**config.mk**
```make
export PLATFORM = sky130hd
export DESIGN_NAME = mem_arbiter
export DESIGN_NICKNAME = d
export VERILOG_FILES = /design/src/rtl/mem_arbiter_pkg.sv /design/src/rtl/mem_arbiter_timeout_counter.sv /design/src/rtl/mem_arbiter.sv
export SDC_FILE = /design/constraint.sdc
export NUM_CORES = 1
export LEC_CHECK = 0
export ABC_AREA = 1
export BUFFER_PORTS_ARGS = -buffer_cell sky130_fd_sc_hd__buf_4
export CORE_AREA = 2 2 106 108
export DETAILED_ROUTE_END_ITERATION = 10
export DIE_AREA = 0 0 108 110
export PLACE_DENSITY = 0.79
export SETUP_SLACK_MARGIN = 0.4
export SLEW_MARGIN = 20
export SYNTH_ARGS = -nofsm -noshare
export SYNTH_HDL_FRONTEND = slang
export SYNTH_SLANG_ARGS = --single-unit
export TNS_END_PERCENT = 1
```
**constraint.sdc**
```tcl
create_clock -name clock -period 1.6 [get_ports clock]
set_input_delay 0.08 -clock clock [delete_from_list [all_inputs] [get_ports clock]]
set_output_delay 0.08 -clock clock [all_outputs]
set_load 0.01 [all_outputs]
```
**src/rtl/mem_arbiter_pkg.sv**
```systemverilog
// Shared types and constants for the instruction/data memory arbiter.
//   regval_t       : 32-bit address/data word
//   arb_state_t    : arbiter FSM states
//   TimeoutDefault : default wait budget for a granted transaction
package mem_arbiter_pkg;

    typedef logic [31:0] regval_t;

    typedef enum logic [1:0] {
        StIdle,
        StFetch,
        StData,
        StDiscard
    } arb_state_t;

    localparam int unsigned TimeoutDefault = 15;

    // Instruction fetches always read the full word.
    localparam logic [3:0] FetchByteEnable = 4'b1111;

endpackage

```
**src/rtl/mem_arbiter_timeout_counter.sv**
```systemverilog
// Watchdog for one outstanding memory transaction.
//   clock   : rising-edge clock
//   reset   : synchronous active-high reset
//   clear   : restart the count (held while the arbiter is idle)
//   enable  : count this cycle (busy and no memory completion)
//   expired : the current cycle is the last one the transaction may wait
module arb_timeout_counter
    import mem_arbiter_pkg::*;
#(
    parameter int unsigned TIMEOUT = TimeoutDefault
) (
    input  logic clock,
    input  logic reset,
    input  logic clear,
    input  logic enable,
    output logic expired
);

    localparam int unsigned CountWidth = $clog2(TIMEOUT + 1);
    // The count starts at 0 in the first busy cycle, so the TIMEOUT-th
    // waiting cycle sees TIMEOUT-1.
    localparam logic [CountWidth-1:0] Limit = CountWidth'(TIMEOUT - 1);

    logic [CountWidth-1:0] count_q;

    always_ff @(posedge clock) begin
        if (reset) begin
            count_q <= '0;
        end else if (clear) begin
            count_q <= '0;
        end else if (enable && !expired) begin
            count_q <= count_q + CountWidth'(1);
        end
    end

    assign expired = (count_q == Limit);

endmodule

```
**src/rtl/mem_arbiter.sv**
```systemverilog
// Arbitrates a single memory port between instruction fetch and load/store.
// One transaction outstanding at a time; grants are registered so the memory
// strobes appear one cycle after the request is sampled in IDLE.
//   clock, reset                       : clock, synchronous active-high reset
//   fetch_request/address/flush        : fetch-stage request and pipeline flush
//   fetch_data_valid/data/error        : fetch completion pulse, word, timeout
//   data_read/write/address/write_data : memory-stage load/store request
//   data_byte_enable                   : store byte lanes
//   data_done/error/read_data          : load/store completion pulse and result
//   mem_*                              : memory port strobes, address, data
module mem_arbiter
    import mem_arbiter_pkg::*;
#(
    parameter int unsigned TIMEOUT = TimeoutDefault
) (
    input  logic        clock,
    input  logic        reset,
    input  logic        fetch_request,
    input  logic [31:0] fetch_address,
    input  logic        fetch_flush,
    output logic        fetch_data_valid,
    output logic [31:0] fetch_data,
    output logic        fetch_error,
    input  logic        data_read,
    input  logic        data_write,
    input  logic [31:0] data_address,
    input  logic [31:0] data_write_data,
    input  logic [3:0]  data_byte_enable,
    output logic        data_done,
    output logic        data_error,
    output logic [31:0] data_read_data,
    output logic        mem_read_enable,
    output logic        mem_write_enable,
    output logic [31:0] mem_address,
    output logic [31:0] mem_write_data,
    output logic [3:0]  mem_byte_enable,
    input  logic        mem_data_valid,
    input  logic [31:0] mem_read_data
);

    arb_state_t state_q, state_d;
    arb_state_t last_grant_q, last_grant_d;
    logic       rd_q, rd_d;
    logic       wr_q, wr_d;
    regval_t    addr_q, addr_d;
    regval_t    wdata_q, wdata_d;
    logic [3:0] be_q, be_d;

    logic busy;
    logic expired;
    logic timed_out;
    logic fetch_req_eff;
    logic data_req;

    assign busy          = (state_q != StIdle);
    // A memory completion in the last allowed cycle still wins over timeout.
    assign timed_out     = busy && expired && !mem_data_valid;
    assign fetch_req_eff = fetch_request && !fetch_flush;
    assign data_req      = data_read || data_write;

    arb_timeout_counter #(
        .TIMEOUT (TIMEOUT)
    ) u_timeout (
        .clock   (clock),
        .reset   (reset),
        .clear   (!busy),
        .enable  (busy && !mem_data_valid),
        .expired (expired)
    );

    always_comb begin
        state_d          = state_q;
        last_grant_d     = last_grant_q;
        rd_d             = rd_q;
        wr_d             = wr_q;
        addr_d           = addr_q;
        wdata_d          = wdata_q;
        be_d             = be_q;
        fetch_data_valid = 1'b0;
        fetch_error      = 1'b0;
        data_done        = 1'b0;
        data_error       = 1'b0;

        unique case (state_q)
            StIdle: begin
                // Data has priority, but yields to fetch right after a data grant.
                if (data_req && !(last_grant_q == StData && fetch_req_eff)) begin
                    state_d      = StData;
                    last_grant_d = StData;
                    rd_d         = !data_write;
                    wr_d         = data_write;
                    addr_d       = data_address;
                    wdata_d      = data_write_data;
                    be_d         = data_byte_enable;
                end else if (fetch_req_eff) begin
                    state_d      = StFetch;
                    last_grant_d = StFetch;
                    rd_d         = 1'b1;
                    wr_d         = 1'b0;
                    addr_d       = fetch_address;
                    wdata_d      = '0;
                    be_d         = FetchByteEnable;
                end
            end
            StFetch: begin
                if (mem_data_valid || timed_out) begin
                    fetch_data_valid = mem_data_valid && !fetch_flush;
                    fetch_error      = timed_out && !fetch_flush;
                    state_d          = StIdle;
                    rd_d             = 1'b0;
                    wr_d             = 1'b0;
                end else if (fetch_flush) begin
                    // Memory still owes a response; keep strobes up and drop it.
                    state_d = StDiscard;
                end
            end
            StData: begin
                if (mem_data_valid || timed_out) begin
                    data_done  = 1'b1;
                    data_error = timed_out;
                    state_d    = StIdle;
                    rd_d       = 1'b0;
                    wr_d       = 1'b0;
                end
            end
            StDiscard: begin
                if (mem_data_valid || timed_out) begin
                    state_d = StIdle;
                    rd_d    = 1'b0;
                    wr_d    = 1'b0;
                end
            end
            default: begin
                state_d = StIdle;
            end
        endcase

        // An abandoned transaction must not report anything while in reset.
        if (reset) begin
            fetch_data_valid = 1'b0;
            fetch_error      = 1'b0;
            data_done        = 1'b0;
            data_error       = 1'b0;
        end
    end

    always_ff @(posedge clock) begin
        if (reset) begin
            state_q      <= StIdle;
            last_grant_q <= StFetch;
            rd_q         <= 1'b0;
            wr_q         <= 1'b0;
            addr_q       <= '0;
            wdata_q      <= '0;
            be_q         <= '0;
        end else begin
            state_q      <= state_d;
            last_grant_q <= last_grant_d;
            rd_q         <= rd_d;
            wr_q         <= wr_d;
            addr_q       <= addr_d;
            wdata_q      <= wdata_d;
            be_q         <= be_d;
        end
    end

    assign mem_read_enable  = rd_q;
    assign mem_write_enable = wr_q;
    assign mem_address      = addr_q;
    assign mem_write_data   = wdata_q;
    assign mem_byte_enable  = be_q;
    assign fetch_data       = mem_read_data;
    assign data_read_data   = mem_read_data;

endmodule

```
==> results.sh <==
export IMPL_arrival_ps=1360
export IMPL_crit_path_max_incr_delay_ps=380
export IMPL_synth_seq_cells=78
export IMPL_drt_iter0_markers=233
export IMPL_path_max_fanout=6
export IMPL_placementRows=38
export IMPL_drt_pass1_iterations=4
export IMPL_synth_area_leader_cell="dfxtp_1"
export IMPL_placed_area_um2=5010
export IMPL_die_w_um=108
export IMPL_leakage_nw=2.93
export IMPL_dieArea_um2=11900
export IMPL_finalSetupTns_ps=0
export IMPL_fillers=995
export IMPL_vias=4079
export IMPL_report_final_slew_viol_count=0
export IMPL_critPathKind="register to primary output"
export IMPL_setup_ws_ps=163
export IMPL_root_buffer="clkbuf_8"
export IMPL_synth_area_um2=3950
export IMPL_dpl_worst_slack_ps=259
export IMPL_hp_class="input pin to register"
export IMPL_synth_compound_area_frac=0.0624
export IMPL_ys_flop_type="dfxtp_1"
export IMPL_yosys_area_share_simple=0.327
export IMPL_syn_area_per_cell_um2=6.75
export IMPL_core_area_um2=10700
export IMPL_grt_overflow=0
export IMPL_ant_nets=0
export IMPL_nNetsFinal=883
export IMPL_worst_pin_slew_ps=367
export IMPL_grt_max_degree=57
export IMPL_ios=277
export IMPL_grt_use_total=0.189
export IMPL_end_kind="primary output"
export IMPL_finalHoldViolCount=0
export IMPL_syn_inst=585
export IMPL_area_growth_pct=43.5
export IMPL_power_density_nw_per_um2=1070
export IMPL_wl_per_cell_um=13.3
export IMPL_cts_tree="yes"
export IMPL_cts_buffer_depth=2
export IMPL_post_route_cell_area_um2=5670
export IMPL_numCtsBuffers=9
export IMPL_start_kind="register"
export IMPL_power_mw=6.07
export IMPL_synth_top_family_by_area="simple AND/OR/NAND/NOR gates"
export IMPL_drc=0
export IMPL_grt_pass1_vias=3755
export IMPL_synthMuxAreaShare=0
export IMPL_clock_fmax_mhz=696
export IMPL_slowest_stage="dfxtp_2"
export IMPL_ys_seq_area_frac=0.395
export IMPL_synth_area_leaders="dfxtp_1 40%, nand2_1 14%, buf_4 12%, nand3_1 9.2%, nor2_1 8.2%"
export IMPL_layout_drive_gt1_share=0.315
export IMPL_htreeDepth=3
export IMPL_rsz0062_at_grt="true"
export IMPL_yosysWarningCount=0
export IMPL_antenna_found_initial=0
export IMPL_clkSinkCount=78
export IMPL_relSlewSlack=0.756
export IMPL_synthTopCellsByCount="152 x nand2_1, 86 x nor2_1, 78 x dfxtp_1"
export IMPL_synthAdderAreaFrac=0.00633
export IMPL_clk_pin_slew_worst_paths_ps=80
export IMPL_cap_violations=0
export IMPL_routed_wl_um=11800
export IMPL_synth_top_area_share=0.395
export IMPL_die_h_um=110
export IMPL_start_util=0.369
export IMPL_path_cells="nor2_4 > buf_4 > nor2_4 > nor2_1 > nor2_1 > buf_4"
export IMPL_skew_ps=5.55
export IMPL_clk_latency_ps=340
export IMPL_fin_crit_ps=1440
export IMPL_place_gp_congestion=0.834
export IMPL_synthDistinctLibCells=21
export IMPL_place_port_buffers=180
export IMPL_synth_most_common_cell="nand2_1"
export IMPL_async_flop_share=0
export IMPL_dp_hpwl_um=8020
export IMPL_critPathRequiredTime_ps=1520
export IMPL_synth_edff_count=0
export IMPL_syn_nets=726
export IMPL_grt_pass1_wl_um=17700
export IMPL_synth_xor_area_share=0.00443
export IMPL_via_per_inst=4.60
export IMPL_setup_viol=0
export IMPL_outcome="finished clean"
export IMPL_min_period_over_period=0.898
export IMPL_diodes=0
export IMPL_ir_worst_vdd_uv=468
==> metal layers <==
layer	up-vias	part of all wire	global-route usage
li1	2067	-	-
met1	1764	0.40	0.205
met2	212	0.47	0.324
met3	36	0.10	0.0758
met4	0	0.027	0.0870
met5	-	0	0
==> repair_timing <==
item,in CTS,in global routing
gates resized for setup,6,8
setup buffers,4,2
setup endpoints to repair,71,82
hold buffers,40,0
pin swaps,3,3
endpoints found under the hold margin,40,0
==> registers in the layout (all words and copies together), names as in the netlist <==
register	flops
state_q	2
u_timeout.count_q	4
mem_read_enable	1
last_grant_q	2
mem_byte_enable	4
mem_write_data	32
mem_write_enable	1
mem_address	32
==> stage by stage <==
step	instances	utilization	hold slack (ps)
floorplan	585	-	215
global placement	825	0.469	160
detailed placement	825	0.469	160
CTS	885	0.526	0.805
global route	887	0.530	16.5
finish	887	0.530	24.5
==> power by group <==
group | switching [mW] | leakage, nW | internal (mW) | total (mW)
clock network | 0.695 | 0.0861 | 0.600 | 1.30
registers | 0.184 | 0.646 | 2.28 | 2.46
logic | 1.21 | 2.19 | 1.10 | 2.31
==> worst max-delay path, delay by kind of cell, from the launching register on <==
family                 cells  cell delay (ps)
and+or+nand+nor            4              330
DFF                        1              380
buffers and inverters      2              310
==> cells by family (layout without fill, tap and decap cells) <==
family / after synthesis / count (layout)
compound gates: 47 / 47
xor+xnor: 2 / 2
fa+ha+maj: 2 / 2
buf+inv: 141 / 303
flops: 78 / 78
simple gates: 315 / 315
==> layout by cell type, fill, tap and decap left out, types with 2 or more instances in the layout <==
cell           netlist  final
nand2_2              1      3
buf_12               0      4
nand3_1             73     72
nor2_1              86     83
clkbuf_8             0     10
inv_1               43     41
dfxtp_1             78     75
nor2_4               1      3
clkinv_2             0      3
dfxtp_2              0      2
nand2_1            152    150
buf_4               64    196
a21oi_1             40     39
dlygate4sd3_1        0     40
clkbuf_1            11      2
o21ai_0              6      6
inv_2                4      6
==> layout make-up <==
class	count	area, um2	share of cell area
clock inverter	4	22.5	0.00397
timing repair buffer	240	1950	0.344
inverter	47	176	0.0311
multi-input combinational	366	1630	0.288
sequential	78	1570	0.276
clock buffer	12	145	0.0256
tap	140	175	0.0309
==> worst paths after layout <==
path,from,end,slack (ps),cells after the start
worst max-delay path,state_q[1],data_done,160,6
worst min register to register,mem_write_data[30],mem_write_data[30],470,2
worst max register to register,u_timeout.count_q[0],mem_write_enable,170,11
worst min-delay path,fetch_address[5],mem_address[5],20,5
No activity file was read; power rests on OpenSTA's default activity.
